`config.mk`:
```
export PLATFORM = sky130hd
export DESIGN_NAME = decoder_pipe_param_flat
export DESIGN_NICKNAME = d
export VERILOG_FILES = /design/src/rtl/decoder_pipe_pkg.sv /design/src/rtl/decoder_pipe_param_if.sv /design/src/rtl/decoder_skid_buf.sv /design/src/rtl/decoder_pipe_param.sv /design/src/flat_wrapper.sv
export SDC_FILE = /design/constraint.sdc
export NUM_CORES = 1
export LEC_CHECK = 0
export ABC_AREA = 1
export BUFFER_PORTS_ARGS = -buffer_cell sky130_fd_sc_hd__buf_4
export CORE_MARGIN = 4
export CORE_UTILIZATION = 45
export CTS_CLUSTER_DIAMETER = 50
export DETAILED_ROUTE_END_ITERATION = 10
export PLACE_DENSITY = 0.64
export SETUP_SLACK_MARGIN = 0.05
export SYNTH_ARGS = -nofsm -noshare
export SYNTH_HDL_FRONTEND = slang
export SYNTH_SLANG_ARGS = --single-unit
```
`constraint.sdc`:
```
create_clock -name clk -period 2.8 [get_ports clk]
set_clock_uncertainty 0.2 [all_clocks]
set_input_delay 0.56 -clock clk [delete_from_list [all_inputs] [get_ports clk]]
set_output_delay 0.56 -clock clk [all_outputs]
set_load 0.01 [all_outputs]
```
`src/rtl/decoder_pipe_pkg.sv`:
```
// Shared types, defaults and the decode function for decoder_pipe_param.
//   decode_mode_e : runtime output encoding selected by in_mode.
//   skid_state_e  : occupancy of the 2-entry output buffer.
//   decode_vec()  : combinational decode of a select into {err, vec}.
package decoder_pipe_pkg;

  localparam int unsigned DEF_SEL_W   = 3;
  localparam int unsigned DEF_NUM_OUT = 8;
  localparam int unsigned DEF_CNT_W   = 16;

  // Upper bounds for the width-generic decode function; callers zero-extend
  // the select and truncate the returned vector to their own widths.
  localparam int unsigned MAX_SEL_W = 8;
  localparam int unsigned MAX_OUT   = 256;

  typedef enum logic [1:0] {
    DEC_ONEHOT,
    DEC_THERM,
    DEC_ONECOLD,
    DEC_RSVD
  } decode_mode_e;

  typedef enum logic [1:0] {
    ST_EMPTY,
    ST_ONE,
    ST_TWO
  } skid_state_e;

  // Returns {err, vec}: err sits at bit MAX_OUT, vec occupies the LSBs, so a
  // plain truncating cast to NUM_OUT bits yields the output vector.
  // Bits at or above num_out are always 0.
  function automatic logic [MAX_OUT:0] decode_vec(
    input logic [MAX_SEL_W-1:0] sel,
    input logic                 en,
    input decode_mode_e         mode,
    input int unsigned          num_out,
    input int unsigned          sel_w
  );
    logic [MAX_OUT-1:0] vec;
    logic               err;
    logic               active;
    logic               in_range;
    logic [MAX_SEL_W:0] s_ext;
    logic [31:0]        s_cmp;

    // One spare bit above the select keeps the thermometer compare from
    // wrapping when sel is all ones.
    s_ext = {1'b0, sel};
    s_cmp = 32'(s_ext);

    // A fully populated output range cannot be exceeded, so skip the check.
    in_range = (num_out >= (32'd1 << sel_w)) || (s_cmp < num_out);
    err      = (mode == DEC_RSVD) || (en && !in_range);
    active   = en && in_range && (mode != DEC_RSVD);

    vec = '0;
    for (int unsigned i = 0; i < MAX_OUT; i++) begin
      if (i < num_out) begin
        case (mode)
          DEC_ONEHOT:  vec[i] = active && (i == s_cmp);
          DEC_THERM:   vec[i] = active && (i <= s_cmp);
          DEC_ONECOLD: vec[i] = !(active && (i == s_cmp));
          default:     vec[i] = 1'b0;
        endcase
      end
    end

    return {err, vec};
  endfunction

endpackage

```
`src/rtl/decoder_pipe_param_if.sv`:
```
// Request/result bus between producer and consumer of decoder_pipe_param.
//   in_valid/in_ready   : request handshake; in_sel/in_en/in_mode payload.
//   out_valid/out_ready : result handshake; out_vec/out_err payload.
//   master : producer+consumer side (drives requests, accepts results).
//   slave  : decoder side.
interface decoder_pipe_param_if
  import decoder_pipe_pkg::*;
#(
  parameter int unsigned SEL_W   = DEF_SEL_W,
  parameter int unsigned NUM_OUT = DEF_NUM_OUT
);

  logic               in_valid;
  logic               in_ready;
  logic [SEL_W-1:0]   in_sel;
  logic               in_en;
  logic [1:0]         in_mode;
  logic               out_valid;
  logic               out_ready;
  logic [NUM_OUT-1:0] out_vec;
  logic               out_err;

  modport master (
    output in_valid, in_sel, in_en, in_mode, out_ready,
    input  in_ready, out_valid, out_vec, out_err
  );

  modport slave (
    input  in_valid, in_sel, in_en, in_mode, out_ready,
    output in_ready, out_valid, out_vec, out_err
  );

endinterface

```
`src/rtl/decoder_skid_buf.sv`:
```
// Two-entry valid/ready buffer: an output register plus one skid entry.
// in_ready is registered and equals "skid entry empty", so upstream sees
// backpressure one cycle after the buffer fills. Order is preserved.
//   clk, rst_n           : clock, synchronous active-low reset.
//   in_valid/in_ready    : upstream handshake, in_data payload.
//   out_valid/out_ready  : downstream handshake, out_data payload.
module decoder_skid_buf
  import decoder_pipe_pkg::*;
#(
  parameter int unsigned W = 9
) (
  input  logic         clk,
  input  logic         rst_n,
  input  logic         in_valid,
  output logic         in_ready,
  input  logic [W-1:0] in_data,
  output logic         out_valid,
  input  logic         out_ready,
  output logic [W-1:0] out_data
);

  skid_state_e  state;
  logic [W-1:0] skid_data;
  logic         accept;
  logic         drain;

  assign accept = in_valid && in_ready;
  assign drain  = out_valid && out_ready;

  always_ff @(posedge clk) begin
    if (!rst_n) begin
      state     <= ST_EMPTY;
      out_valid <= 1'b0;
      out_data  <= '0;
      skid_data <= '0;
      in_ready  <= 1'b1;
    end else begin
      case (state)
        ST_EMPTY: begin
          if (accept) begin
            out_data  <= in_data;
            out_valid <= 1'b1;
            state     <= ST_ONE;
          end
        end
        ST_ONE: begin
          if (accept && drain) begin
            out_data <= in_data;
          end else if (accept) begin
            skid_data <= in_data;
            in_ready  <= 1'b0;
            state     <= ST_TWO;
          end else if (drain) begin
            out_valid <= 1'b0;
            state     <= ST_EMPTY;
          end
        end
        ST_TWO: begin
          // in_ready is low here, so only a drain can happen.
          if (drain) begin
            out_data <= skid_data;
            in_ready <= 1'b1;
            state    <= ST_ONE;
          end
        end
        default: begin
          state     <= ST_EMPTY;
          out_valid <= 1'b0;
          in_ready  <= 1'b1;
        end
      endcase
    end
  end

endmodule

```
`src/rtl/decoder_pipe_param.sv`:
```
// Pipelined, parametrised N-to-NUM_OUT decoder with valid/ready flow control.
// The select is decoded before storage; the 2-entry skid buffer carries
// {out_err, out_vec}. dec_count counts accepted requests and saturates.
//   clk, rst_n : clock, synchronous active-low reset.
//   bus        : request/result bus (slave side).
//   dec_count  : accepted-request count, saturating at all ones.
module decoder_pipe_param
  import decoder_pipe_pkg::*;
#(
  parameter int unsigned SEL_W   = DEF_SEL_W,
  parameter int unsigned NUM_OUT = DEF_NUM_OUT,
  parameter int unsigned CNT_W   = DEF_CNT_W
) (
  input  logic                 clk,
  input  logic                 rst_n,
  decoder_pipe_param_if.slave  bus,
  output logic [CNT_W-1:0]     dec_count
);

  logic [MAX_SEL_W-1:0] sel_ext;
  logic [NUM_OUT-1:0]   dec_vec;
  logic                 dec_err;
  logic [NUM_OUT:0]     buf_out;

  assign sel_ext = MAX_SEL_W'(bus.in_sel);

  // decode_vec returns a MAX_OUT+1 wide {err, vec}; the casts pick out only
  // the bits this instance uses.
  always_comb begin
    dec_vec = NUM_OUT'(decode_vec(sel_ext, bus.in_en, decode_mode_e'(bus.in_mode),
                                  NUM_OUT, SEL_W));
    dec_err = 1'(decode_vec(sel_ext, bus.in_en, decode_mode_e'(bus.in_mode),
                            NUM_OUT, SEL_W) >> MAX_OUT);
  end

  decoder_skid_buf #(
    .W (NUM_OUT + 1)
  ) u_skid (
    .clk       (clk),
    .rst_n     (rst_n),
    .in_valid  (bus.in_valid),
    .in_ready  (bus.in_ready),
    .in_data   ({dec_err, dec_vec}),
    .out_valid (bus.out_valid),
    .out_ready (bus.out_ready),
    .out_data  (buf_out)
  );

  assign bus.out_vec = buf_out[NUM_OUT-1:0];
  assign bus.out_err = buf_out[NUM_OUT];

  always_ff @(posedge clk) begin
    if (!rst_n) begin
      dec_count <= '0;
    end else if (bus.in_valid && bus.in_ready && (dec_count != '1)) begin
      dec_count <= dec_count + CNT_W'(1);
    end
  end

endmodule
```
`src/flat_wrapper.sv`:
```
// flat-port wrapper written by rule: the top's interface ports become plain ports
module decoder_pipe_param_flat import decoder_pipe_pkg::*;
#(
  parameter int unsigned SEL_W   = DEF_SEL_W,
  parameter int unsigned NUM_OUT = DEF_NUM_OUT,
  parameter int unsigned CNT_W   = DEF_CNT_W
)
  (clk, rst_n, dec_count, bus_in_valid, bus_in_sel, bus_in_en, bus_in_mode, bus_out_ready, bus_in_ready, bus_out_valid, bus_out_vec, bus_out_err);
  decoder_pipe_param_if #(.SEL_W(SEL_W), .NUM_OUT(NUM_OUT)) bus_i ();
  input  logic clk;
  input  logic rst_n;
  output logic [CNT_W-1:0] dec_count;
  input wire logic [$bits(bus_i.in_valid)-1:0] bus_in_valid;
  input wire logic [$bits(bus_i.in_sel)-1:0] bus_in_sel;
  input wire logic [$bits(bus_i.in_en)-1:0] bus_in_en;
  input wire logic [$bits(bus_i.in_mode)-1:0] bus_in_mode;
  input wire logic [$bits(bus_i.out_ready)-1:0] bus_out_ready;
  output wire logic [$bits(bus_i.in_ready)-1:0] bus_in_ready;
  output wire logic [$bits(bus_i.out_valid)-1:0] bus_out_valid;
  output wire logic [$bits(bus_i.out_vec)-1:0] bus_out_vec;
  output wire logic [$bits(bus_i.out_err)-1:0] bus_out_err;
  assign bus_i.in_valid = bus_in_valid;
  assign bus_i.in_sel = bus_in_sel;
  assign bus_i.in_en = bus_in_en;
  assign bus_i.in_mode = bus_in_mode;
  assign bus_i.out_ready = bus_out_ready;
  assign bus_in_ready = bus_i.in_ready;
  assign bus_out_valid = bus_i.out_valid;
  assign bus_out_vec = bus_i.out_vec;
  assign bus_out_err = bus_i.out_err;
  decoder_pipe_param #(.SEL_W(SEL_W), .NUM_OUT(NUM_OUT), .CNT_W(CNT_W)) u_core (.clk(clk), .rst_n(rst_n), .bus(bus_i), .dec_count(dec_count));
endmodule
```
==> impl_metrics.csv, run 1 <==
group,metric,value,unit
synthesis,yosysWarnings,0,
worst_hold_path,holdPathEnd,"u_core.u_skid.in_ready",
timing,slew_headroom,57.5,%
timing,period_share,72.3,%
global_route,overflow,0,
synthesis,syn-num-nets,349,
routing,ant_nets,0,
flow_run,drv.max_cap_violation_count,0,
critical_path,cp_max_fo,16,
critical_path,r2r_slack,0.78,ns
critical_path,cpMaxStageDelayCell,"nor2_2",
worst_hold_path,hp-start,"u_core.u_skid.in_ready",
synthesis,ys_ff_latch,38,
placement,portBuffers,36,
routing,wl_per_cell,12.4,um
global_route,antenna_found_initial,0,
routing,vias,2218,
timing,hold_viol_final,0,
critical_path,crit_path_end_kind,"register",
cts,clock-sinks,38,
pwr,ir_worst_vdd,344,uV
routing,vias_per_cell,5.17,
placement,dp_hpwl,3870,um
critical_path,critPathTopFamily,"simple AND/OR/NAND/NOR gates",
final_layout,fin_util,55.3,%
final_layout,final_layout_size_suffix_gt1_share,17.3,%
cts,cts_root_buf,"clkbuf_8",
global_route,grt_pass1_wl,9270,um
timing,setup_slack,0.775,ns
critical_path,crit_buf_inv,0,
critical_path,cp_cell_sequence,"ha_1, nand2_2, nor2_4, nand2_4, nor2_1, nor2_2, nand2_1, a21oi_2",
final_layout,nNetsFinal,385,
placement,gp_congestion,0.860,
critical_path,startpoint_type,"register",
synthesis,ys_types,27,
floorplanning,die-area,6010,um^2
cts,cts_buffers,5,
critical_path,crit_required,2.83,ns
floorplanning,core-area,4690,um^2
global_route,grt_util_all_layers,18.8,%
critical_path,cp.arrival,2.05,ns
floorplanning,io_pins,37,
placement,preCtsSetupSlack,0.666,ns
routing,drt_wl_total,5310,um
routing,drc,0,
synthesis,syn_area,2180,um^2
pwr,p_leak,1.14,nW
cts,holdBufCountCts,0,
critical_path,r2r_start,"u_core.dec_count[0]",
outcome,outcome,"finished clean",
routing,firstDrtPassIters,4,
critical_path,worstReg2RegEnd,"u_core.dec_count[10]",
timing,period_needed,2.02,ns
synthesis,synth_largest_area_cell,"dfxtp_1",
critical_path,worstSetupPathType,"reg -> reg",
final_layout,area_growth,19.1,%
worst_hold_path,whs_path_depth,2,
final_layout,fill_cells,465,
synthesis,syn_inst,338,
cts,worstSkewPairLatency,0.29,ns
timing,setup_violations,0,
timing,grt_setup_unrepaired,"no",
critical_path,crit_path_max_incr_delay,0.49,ns
final_layout,n_antenna_cell,0,
floorplanning,fp.dieH,77.6,um
cts,clockBufferDepth,2,
synthesis,seq_area_frac_synth,34.9,%
cts,h-tree-depth,2,
floorplanning,start_util,46.4,%
timing,final.setup.tns,0,ns
worst_hold_path,worstHoldPathType,"reg -> reg",
cts,cts_tree,"built",
synthesis,ys_top_cells_by_area,"dfxtp_1, nand2_1, nor2_1",
timing,fmax,494,MHz
routing,drt-initial-drc-count,96,
global_route,grt_max_degree,23,
critical_path,ff2ff_path_depth,8,
global_route,grt_pass1_vias,2142,
cts,ctsResizeCount,0,
floorplanning,rows,25,
cts,cts_setup_buffers,0,
cts,clk_pin_slew,0.08,ns
synthesis,avgSynthCellArea,6.44,um^2
synthesis,synth_top_area_share,34.9,%
timing,slew_viol_final,0,
floorplanning,die_x,77.6,um
timing,worst_pin_slew,0.637,ns
timing,fin_hold_ws,0.275,ns
pwr,power_density,517,nW/um^2
tightest hold or removal path: stages, from the launching register on:
cell     delay, ns
dfxtp_1       0.33
nand2_1       0.06
nand2_1       0.04
layout make-up:
| class | instances | area, um^2 | share of cell area [%] |
|---|---|---|---|
| Sequential cell | 38 | 761 | 29.3 |
| Inverter | 33 | 124 | 4.78 |
| Clock buffer | 5 | 68.8 | 2.65 |
| Timing Repair Buffer | 38 | 285 | 11.0 |
| Tap cell | 54 | 67.6 | 2.60 |
| Clock inverter | 3 | 40.0 | 1.54 |
| Multi-Input combinational cell | 258 | 1250 | 48.1 |
registers in the layout, indices dropped and copies added, names as in the netlist:
name and count:
u_core.u_skid.in_ready 1, u_core.u_skid.out_data 9, u_core.u_skid.skid_data 9, u_core.u_skid.state 2, u_core.dec_count 16, u_core.u_skid.out_valid 1
where the power goes:
group / internal, W / total (W) / switching (W)
Clock: 0.000262 / 0.000459 / 0.000196
Combinational: 0.000102 / 0.000267 / 0.000166
Sequential: 0.000587 / 0.000615 / 0.0000284
Total: 0.000950 / 0.00134 / 0.000390
worst max path at each step:
stage | startpoint | cells past startpoint | to | slack, ns
finish | u_core.dec_count[0] | 8 | u_core.dec_count[10] | 0.78
global route | u_core.dec_count[0] | 8 | u_core.dec_count[5] | 0.56
CTS | u_core.dec_count[0] | 7 | u_core.dec_count[13] | 0.76
detailed placement | bus_out_ready | 9 | u_core.u_skid.out_data[6] | 0.67
global placement | bus_out_ready | 9 | u_core.u_skid.out_data[0] | 0.69
floorplan | u_core.dec_count[0] | 9 | u_core.dec_count[6] | 0.96
Yosys cell counts (all sizes together):
master	n
a21oi	36
buf	5
clkbuf	4
clkinv	2
dfxtp	38
ha	1
inv	31
nand2	99
nand3	26
nand4	7
nor2	47
o211ai	3
o21a	2
o21ai	29
o21bai	1
xnor2	2
xor2	5
metrics by stage:
| step | power (W) | instances | cell area [um^2] |
|---|---|---|---|
| 5_1_grt | 0.00143 | 429 | 2590 |
| 3_3_place_gp | 0.000895 | 421 | 2480 |
| 4_1_cts | 0.00136 | 429 | 2590 |
| 2_1_floorplan | 0.000796 | 338 | 2180 |
| 3_5_place_dp | 0.000897 | 421 | 2480 |
| 6_report | 0.00134 | 429 | 2590 |
cells by family after synthesis:
logic type	share of synthesized area, %
flops	34.9
compound gates	19.3
simple gates	34.7
xor+xnor	2.82
buf+inv	7.76
fa+ha+maj	0.575
cell usage in the layout (no fill, tap or decap), drive strengths merged:
cell type / count
nand2: 99
nor2: 47
buf: 38
dfxtp: 38
a21oi: 36
inv: 31
o21ai: 29
nand3: 26
nand4: 7
xor2: 5
clkbuf: 5
clkinv: 4
o211ai: 3
o21a: 2
xnor2: 2
o21bai: 1
ha: 1
bufinv: 1
metal layers:
layer,up-vias,track usage [%],share of wire [%]
met5,-,0,0
met4,0,9.43,2.7
met3,14,3.60,5.1
met2,57,33.8,48
met1,979,21.1,44
li1,1168,-,-
(Power assumes the default switching activity.)
==> run 2: changes to the inputs <==
- PLACE_DENSITY: 0.64 -> 0.67
- clock period: 2.8 -> 1.74 ns (I/O delays scaled with it)
==> run 2 against run 1 <==
Combinational power up 83%. Critical path depth unchanged. Utilization grew 5.4 points. Sequential power up 60%.
==> impl_metrics.csv, run 2 (synthesis gave the netlist of run 1 again) <==
group,metric,value,unit
outcome,outcome,"finished clean",
placement,dp_hpwl,4160,um
critical_path,worstSetupPathType,"reg -> reg",
cts,h-tree-depth,2,
placement,gp_congestion,0.887,
pwr,ir_worst_vdd,495,uV
worst_hold_path,worstHoldPathType,"in -> reg",
routing,drc,0,
global_route,overflow,0,
final_layout,area_growth,30.8,%
cts,worstSkewPairLatency,0.29,ns
cts,cts_root_buf,"clkbuf_8",
final_layout,final_layout_size_suffix_gt1_share,25.0,%
placement,preCtsSetupSlack,-0.115,ns
floorplanning,die-area,6010,um^2
timing,worst_pin_slew,0.288,ns
routing,top_layer,"met4",
floorplanning,rows,25,
critical_path,startpoint_type,"register",
routing,ant_nets,0,
global_route,grt_util_all_layers,18.8,%
final_layout,max_flop_register,"u_core.dec_count",
global_route,grt_pass1_wl,9290,um
critical_path,cp.arrival,1.57,ns
pwr,power_density,833,nW/um^2
final_layout,final_common_cell,"nand2_1",
global_route,antenna_found_initial,0,
global_route,grt_max_degree,23,
floorplanning,fp.dieH,77.6,um
timing,fmax,631,MHz
cts,clockBufferDepth,2,
flow_run,drv.max_cap_violation_count,0,
routing,wl_per_cell,12.2,um
final_layout,finalInstanceArea,2850,um^2
critical_path,cp_max_fo,8,
cts,cts_tree,"built",
placement,dpl_cell_area,2680,um^2
cts,cts_setup_buffers,0,
cts,holdBufCountCts,0,
timing,setup_violations,0,
floorplanning,io_pins,37,
routing,vias,2330,
timing,setup_slack,0.155,ns
timing,hold_viol_final,0,
critical_path,crit_path_end_kind,"register",
routing,met3_length,220,um
timing,period_needed,1.58,ns
routing,vias_per_cell,5.13,
final_layout,mostFrequentLayoutCells,"nand2_1, buf_4, nor2_1, dfxtp_1, inv_1",
cts,clock-sinks,38,
placement,portBuffers,36,
critical_path,crit_required,1.72,ns
global_route,grt_pass1_vias,2131,
timing,grt_setup_unrepaired,"yes",
routing,firstDrtPassIters,4,
final_layout,reg_top3,"u_core.dec_count x16, u_core.u_skid.out_data x9, u_core.u_skid.skid_data x9",
final_layout,largest_reg_flops,16,
floorplanning,core-area,4690,um^2
cts,cts_buffers,5,
pwr,p_leak,1.28,nW
floorplanning,die_x,77.6,um
routing,met1_length,2370,um
floorplanning,start_util,46.4,%
final_layout,n_antenna_cell,0,
routing,drt-initial-drc-count,68,
timing,slew_viol_final,0,
cts,clk_pin_slew,0.08,ns
routing,drt_wl_total,5550,um
final_layout,nNetsFinal,410,
timing,slew_headroom,80.8,%
routing,dr_wl_met2,2940,um
timing,period_share,91.1,%
run 2: cell types whose count changed in the layout (fill, tap and decap cells not counted), sizes merged:
cell | previous run | this run
nor2 | 47 | 48
bufinv | 1 | 2
clkinv | 4 | 3
buf | 38 | 62
run 2: worst paths after layout:
kind | from | to | depth (start not counted) | slack [ns]
worst max-delay path | u_core.dec_count[1] | u_core.dec_count[0] | 8 | 0.16
worst min-delay path | rst_n | u_core.dec_count[1] | 3 | 0.21
worst max register to register | u_core.dec_count[1] | u_core.dec_count[0] | 8 | 0.16
worst min register to register | u_core.u_skid.in_ready | u_core.u_skid.in_ready | 2 | 0.27
run 2: cell type report:
| class | instances | area [um^2] |
|---|---|---|
| clock inverters | 3 | 68.8 |
| clock buffers | 5 | 68.8 |
| well taps | 54 | 67.6 |
| inverters | 33 | 124 |
| flip-flops and latches | 38 | 767 |
| fillers | 437 | 1840 |
| repair buffers | 62 | 465 |
| multi-input cells | 259 | 1290 |
run 2: repair_timing:
item                                    in CTS  in global routing
resized for setup                            1                  8
pin swaps                                    0                  1
gates cloned                                 0                  1
endpoints found under the setup margin      16                 20
run 2: worst max-delay path, stage by stage (launching register included):
cell and delay, ns:
dfxtp_2 0.36, ha_4 0.13, nand2_2 0.08, nor2_4 0.13
nand2_4 0.08, nor2_2 0.23, nor2_4 0.12, nor2_1 0.10
nor2_1 0.05
run 2: per-layer routing:
metal | up-vias | GRT usage [%]
met1 | 1066 | 21.0
met4 | 0 | 5.87
met5 | - | 0
li1 | 1218 | -
met3 | 2 | 3.71
met2 | 44 | 35.5
run 2: power breakdown:
group | internal (W) | total [W] | switching (W)
clock network | 0.000574 | 0.000899 | 0.000325
logic | 0.000199 | 0.000488 | 0.000288
registers | 0.000945 | 0.000986 | 0.0000416
run 2: stage by stage:
step,setup TNS [ns],cells,total power [W],hold slack (ns),util [%]
after CTS,0,453,0.00239,0.194,60.2
after global placement,-0.585,445,0.00148,0.250,57.1
final,0,454,0.00237,0.207,60.7
after global routing,0,454,0.00250,0.203,60.7
after detailed placement,-1.03,445,0.00149,0.254,57.1
after floorplan,0,338,0.00129,0.264,-
==> run 3: changes to the inputs <==
- ABC_AREA: 1 -> unset
==> run 3 against run 2 <==
Register-to-register slack got worse by 0.11 ns. First-iteration DRC count is 44% higher. Flip-flop and latch count unchanged. Total power down 9.5%. Utilization increased by 3.9 points. Synthesized cell count decreased by 23%. Die area is 4.4% lower. Global-route usage increased by 0.57 points. Worst setup slack got worse by 0.11 ns. Area after synthesis is 4.9% lower. Critical endpoint is now u_core.dec_count[10]. Largest power group unchanged. Highest routed layer unchanged.
==> impl_metrics.csv, run 3 <==
group,metric,value,unit
outcome,outcome,"finished clean",
flow_run,drv.max_cap_violation_count,0,
synthesis,synth_ff_type,"dfxtp_1",
critical_path,crit_path_end_kind,"register",
cts,clock-sinks,38,
final_layout,reg_top3,"u_core.dec_count x16, u_core.u_skid.out_data x9, u_core.u_skid.skid_data x9",
final_layout,max_flop_register,"u_core.dec_count",
global_route,antenna_found_initial,0,
critical_path,crit_required,1.71,ns
synthesis,avgSynthCellArea,7.96,um^2
critical_path,r2r_slack,0.04,ns
synthesis,seq_area_frac_synth,36.8,%
worst_hold_path,worstHoldPathType,"in -> reg",
timing,grt_setup_unrepaired,"yes",
floorplanning,die_x,75.8,um
floorplanning,fp.dieH,75.8,um
routing,vias,2146,
synthesis,synth_xor_area_share,0,%
timing,slew_viol_final,0,
synthesis,synth.mux.area_fraction,4.90,%
synthesis,synth_common_cells,"dfxtp_1, nand2_1, a21oi_1, nor2_1, clkbuf_1",
routing,wl_per_cell,15.0,um
timing,worst_pin_slew,0.417,ns
critical_path,startpoint_type,"register",
worst_hold_path,whs_path_depth,3,
critical_path,worstSetupPathType,"reg -> reg",
cts,worstSkewPairLatency,0.30,ns
cts,clk_pin_slew,0.08,ns
floorplanning,io_pins,37,
timing,period_share,97.6,%
final_layout,nNetsFinal,330,
routing,drt_wl_total,5580,um
critical_path,cp_max_fo,6,
pwr,power,0.00215,W
cts,h-tree-depth,2,
floorplanning,core-area,4410,um^2
final_layout,area_growth,37.7,%
final_layout,final_common_cell,"buf_4",
pwr,p_leak,1.11,nW
final_layout,final_layout_size_suffix_gt1_share,36.3,%
timing,fmax,589,MHz
final_layout,fin_util,64.6,%
placement,gp_congestion,0.870,
pwr,power_density,753,nW/um^2
routing,firstDrtPassIters,4,
synthesis,async_flop_share,0,%
floorplanning,die-area,5750,um^2
critical_path,worstReg2RegEnd,"u_core.dec_count[10]",
critical_path,ff2ff_path_depth,5,
timing,hold_viol_final,0,
floorplanning,start_util,46.9,%
critical_path,r2r_start,"u_core.dec_count[6]",
critical_path,cp.arrival,1.66,ns
synthesis,synthSimpleGateAreaFrac,28.7,%
routing,drc,0,
final_layout,n_antenna_cell,0,
global_route,grt_pass1_wl,8610,um
global_route,grt_max_degree,37,
synthesis,synth_top_area_share,36.8,%
synthesis,synth_largest_area_cell,"dfxtp_1",
floorplanning,rows,24,
synthesis,yosysWarnings,0,
final_layout,largest_reg_flops,16,
placement,dp_hpwl,3700,um
cts,cts_buffers,5,
synthesis,ys_ff_latch,38,
cts,cts_tree,"built",
timing,period_needed,1.70,ns
routing,vias_per_cell,5.77,
synthesis,syn_inst,260,
pwr,ir_worst_vdd,527,uV
global_route,grt_pass1_vias,1814,
timing,slew_headroom,71.9,%
timing,setup_violations,0,
worst_hold_path,holdPathEnd,"u_core.u_skid.out_valid",
synthesis,syn_area,2070,um^2
final_layout,finalInstanceArea,2850,um^2
placement,portBuffers,36,
synthesis,synthAdderAreaFrac,0.605,%
worst_hold_path,hp-start,"bus_out_ready",
synthesis,synth_top_family_by_area,"simple AND/OR/NAND/NOR gates",
synthesis,ys_types,53,
cts,cts_root_buf,"clkbuf_8",
synthesis,synth_edf_count,0,
global_route,grt_util_all_layers,19.4,%
routing,drt-initial-drc-count,98,
synthesis,yosysMostFrequentCell,"dfxtp_1",
cts,clockBufferDepth,2,
synthesis,syn-num-nets,271,
placement,dpl_cell_area,2540,um^2
final_layout,mostFrequentLayoutCells,"buf_4, nand2_1, dfxtp_1, a21oi_1, nor2_1",
global_route,overflow,0,
synthesis,synth_compound_area_share,23.9,%
routing,ant_nets,0,
synthesis,ys_top_cells_by_area,"dfxtp_1, a21oi_1, nand2_1",
[run 3: kinds of logic after synthesis]
logic type / count (synthesis)
AO/OA/AOI/OAI: 76
multiplexers: 10
buffers and inverters: 25
AND/OR/NAND/NOR: 110
flip-flops: 38
adder cells (fa/ha/maj): 1
[run 3: worst max-delay path, cell delays in order (launching register included)]
cell and delay, ns:
dfxtp_2 0.35, buf_6 0.11, nand4_1 0.17, buf_4 0.19
buf_4 0.12, o41ai_1 0.42
[run 3: where the power goes]
group / internal [W] / switching, W / total, W
clock network: 0.000318 / 0.000327 / 0.000645
registers: 0.000936 / 0.0000563 / 0.000993
logic: 0.000249 / 0.000260 / 0.000509
[run 3: how the worst max path moves through the flow]
stage / startpoint / endpoint / slack, ns
2_1_floorplan: u_core.u_skid.in_ready / u_core.dec_count[7] / 0.03
3_3_place_gp: bus_in_valid / u_core.dec_count[13] / 0.02
3_5_place_dp: bus_in_valid / u_core.dec_count[15] / -0.02
4_1_cts: u_core.dec_count[0] / u_core.dec_count[6] / 0.03
5_1_grt: u_core.dec_count[0] / u_core.dec_count[10] / -0.02
6_report: u_core.dec_count[6] / u_core.dec_count[10] / 0.04
[run 3: metrics by stage]
stage               hold WS, ns  std cells  setup TNS, ns  setup WS (ns)
floorplan                 0.237        260              0         0.0284
CTS                       0.162        359              0         0.0287
global placement          0.242        351              0         0.0195
finish                    0.172        372              0         0.0418
detailed placement        0.245        351        -0.0238        -0.0152
global route              0.182        372        -0.0426        -0.0235
[run 3: cell type report]
class                           count  area [um^2]
Timing Repair Buffer               73          581
Inverter                            4         15.0
Clock buffer                        6         82.6
Clock inverter                      2         12.5
Sequential cell                    38          787
Tap cell                           52         65.1
Fill cell                         400         1560
Multi-Input combinational cell    197         1310
[run 3: metal layers]
layer	up-vias	wire (um)	global-route usage (%)
li1	1094	-	-
met3	8	332	3.56
met2	57	2470	26.3
met4	0	85	7.96
met5	-	0	0
met1	987	2690	29.6
[run 3: what timing repair did]
action,CTS,global route
pin swaps,0,13
setup endpoints to repair,10,15
setup buffers,0,13
resized for setup,6,25
hold buffers,0,0
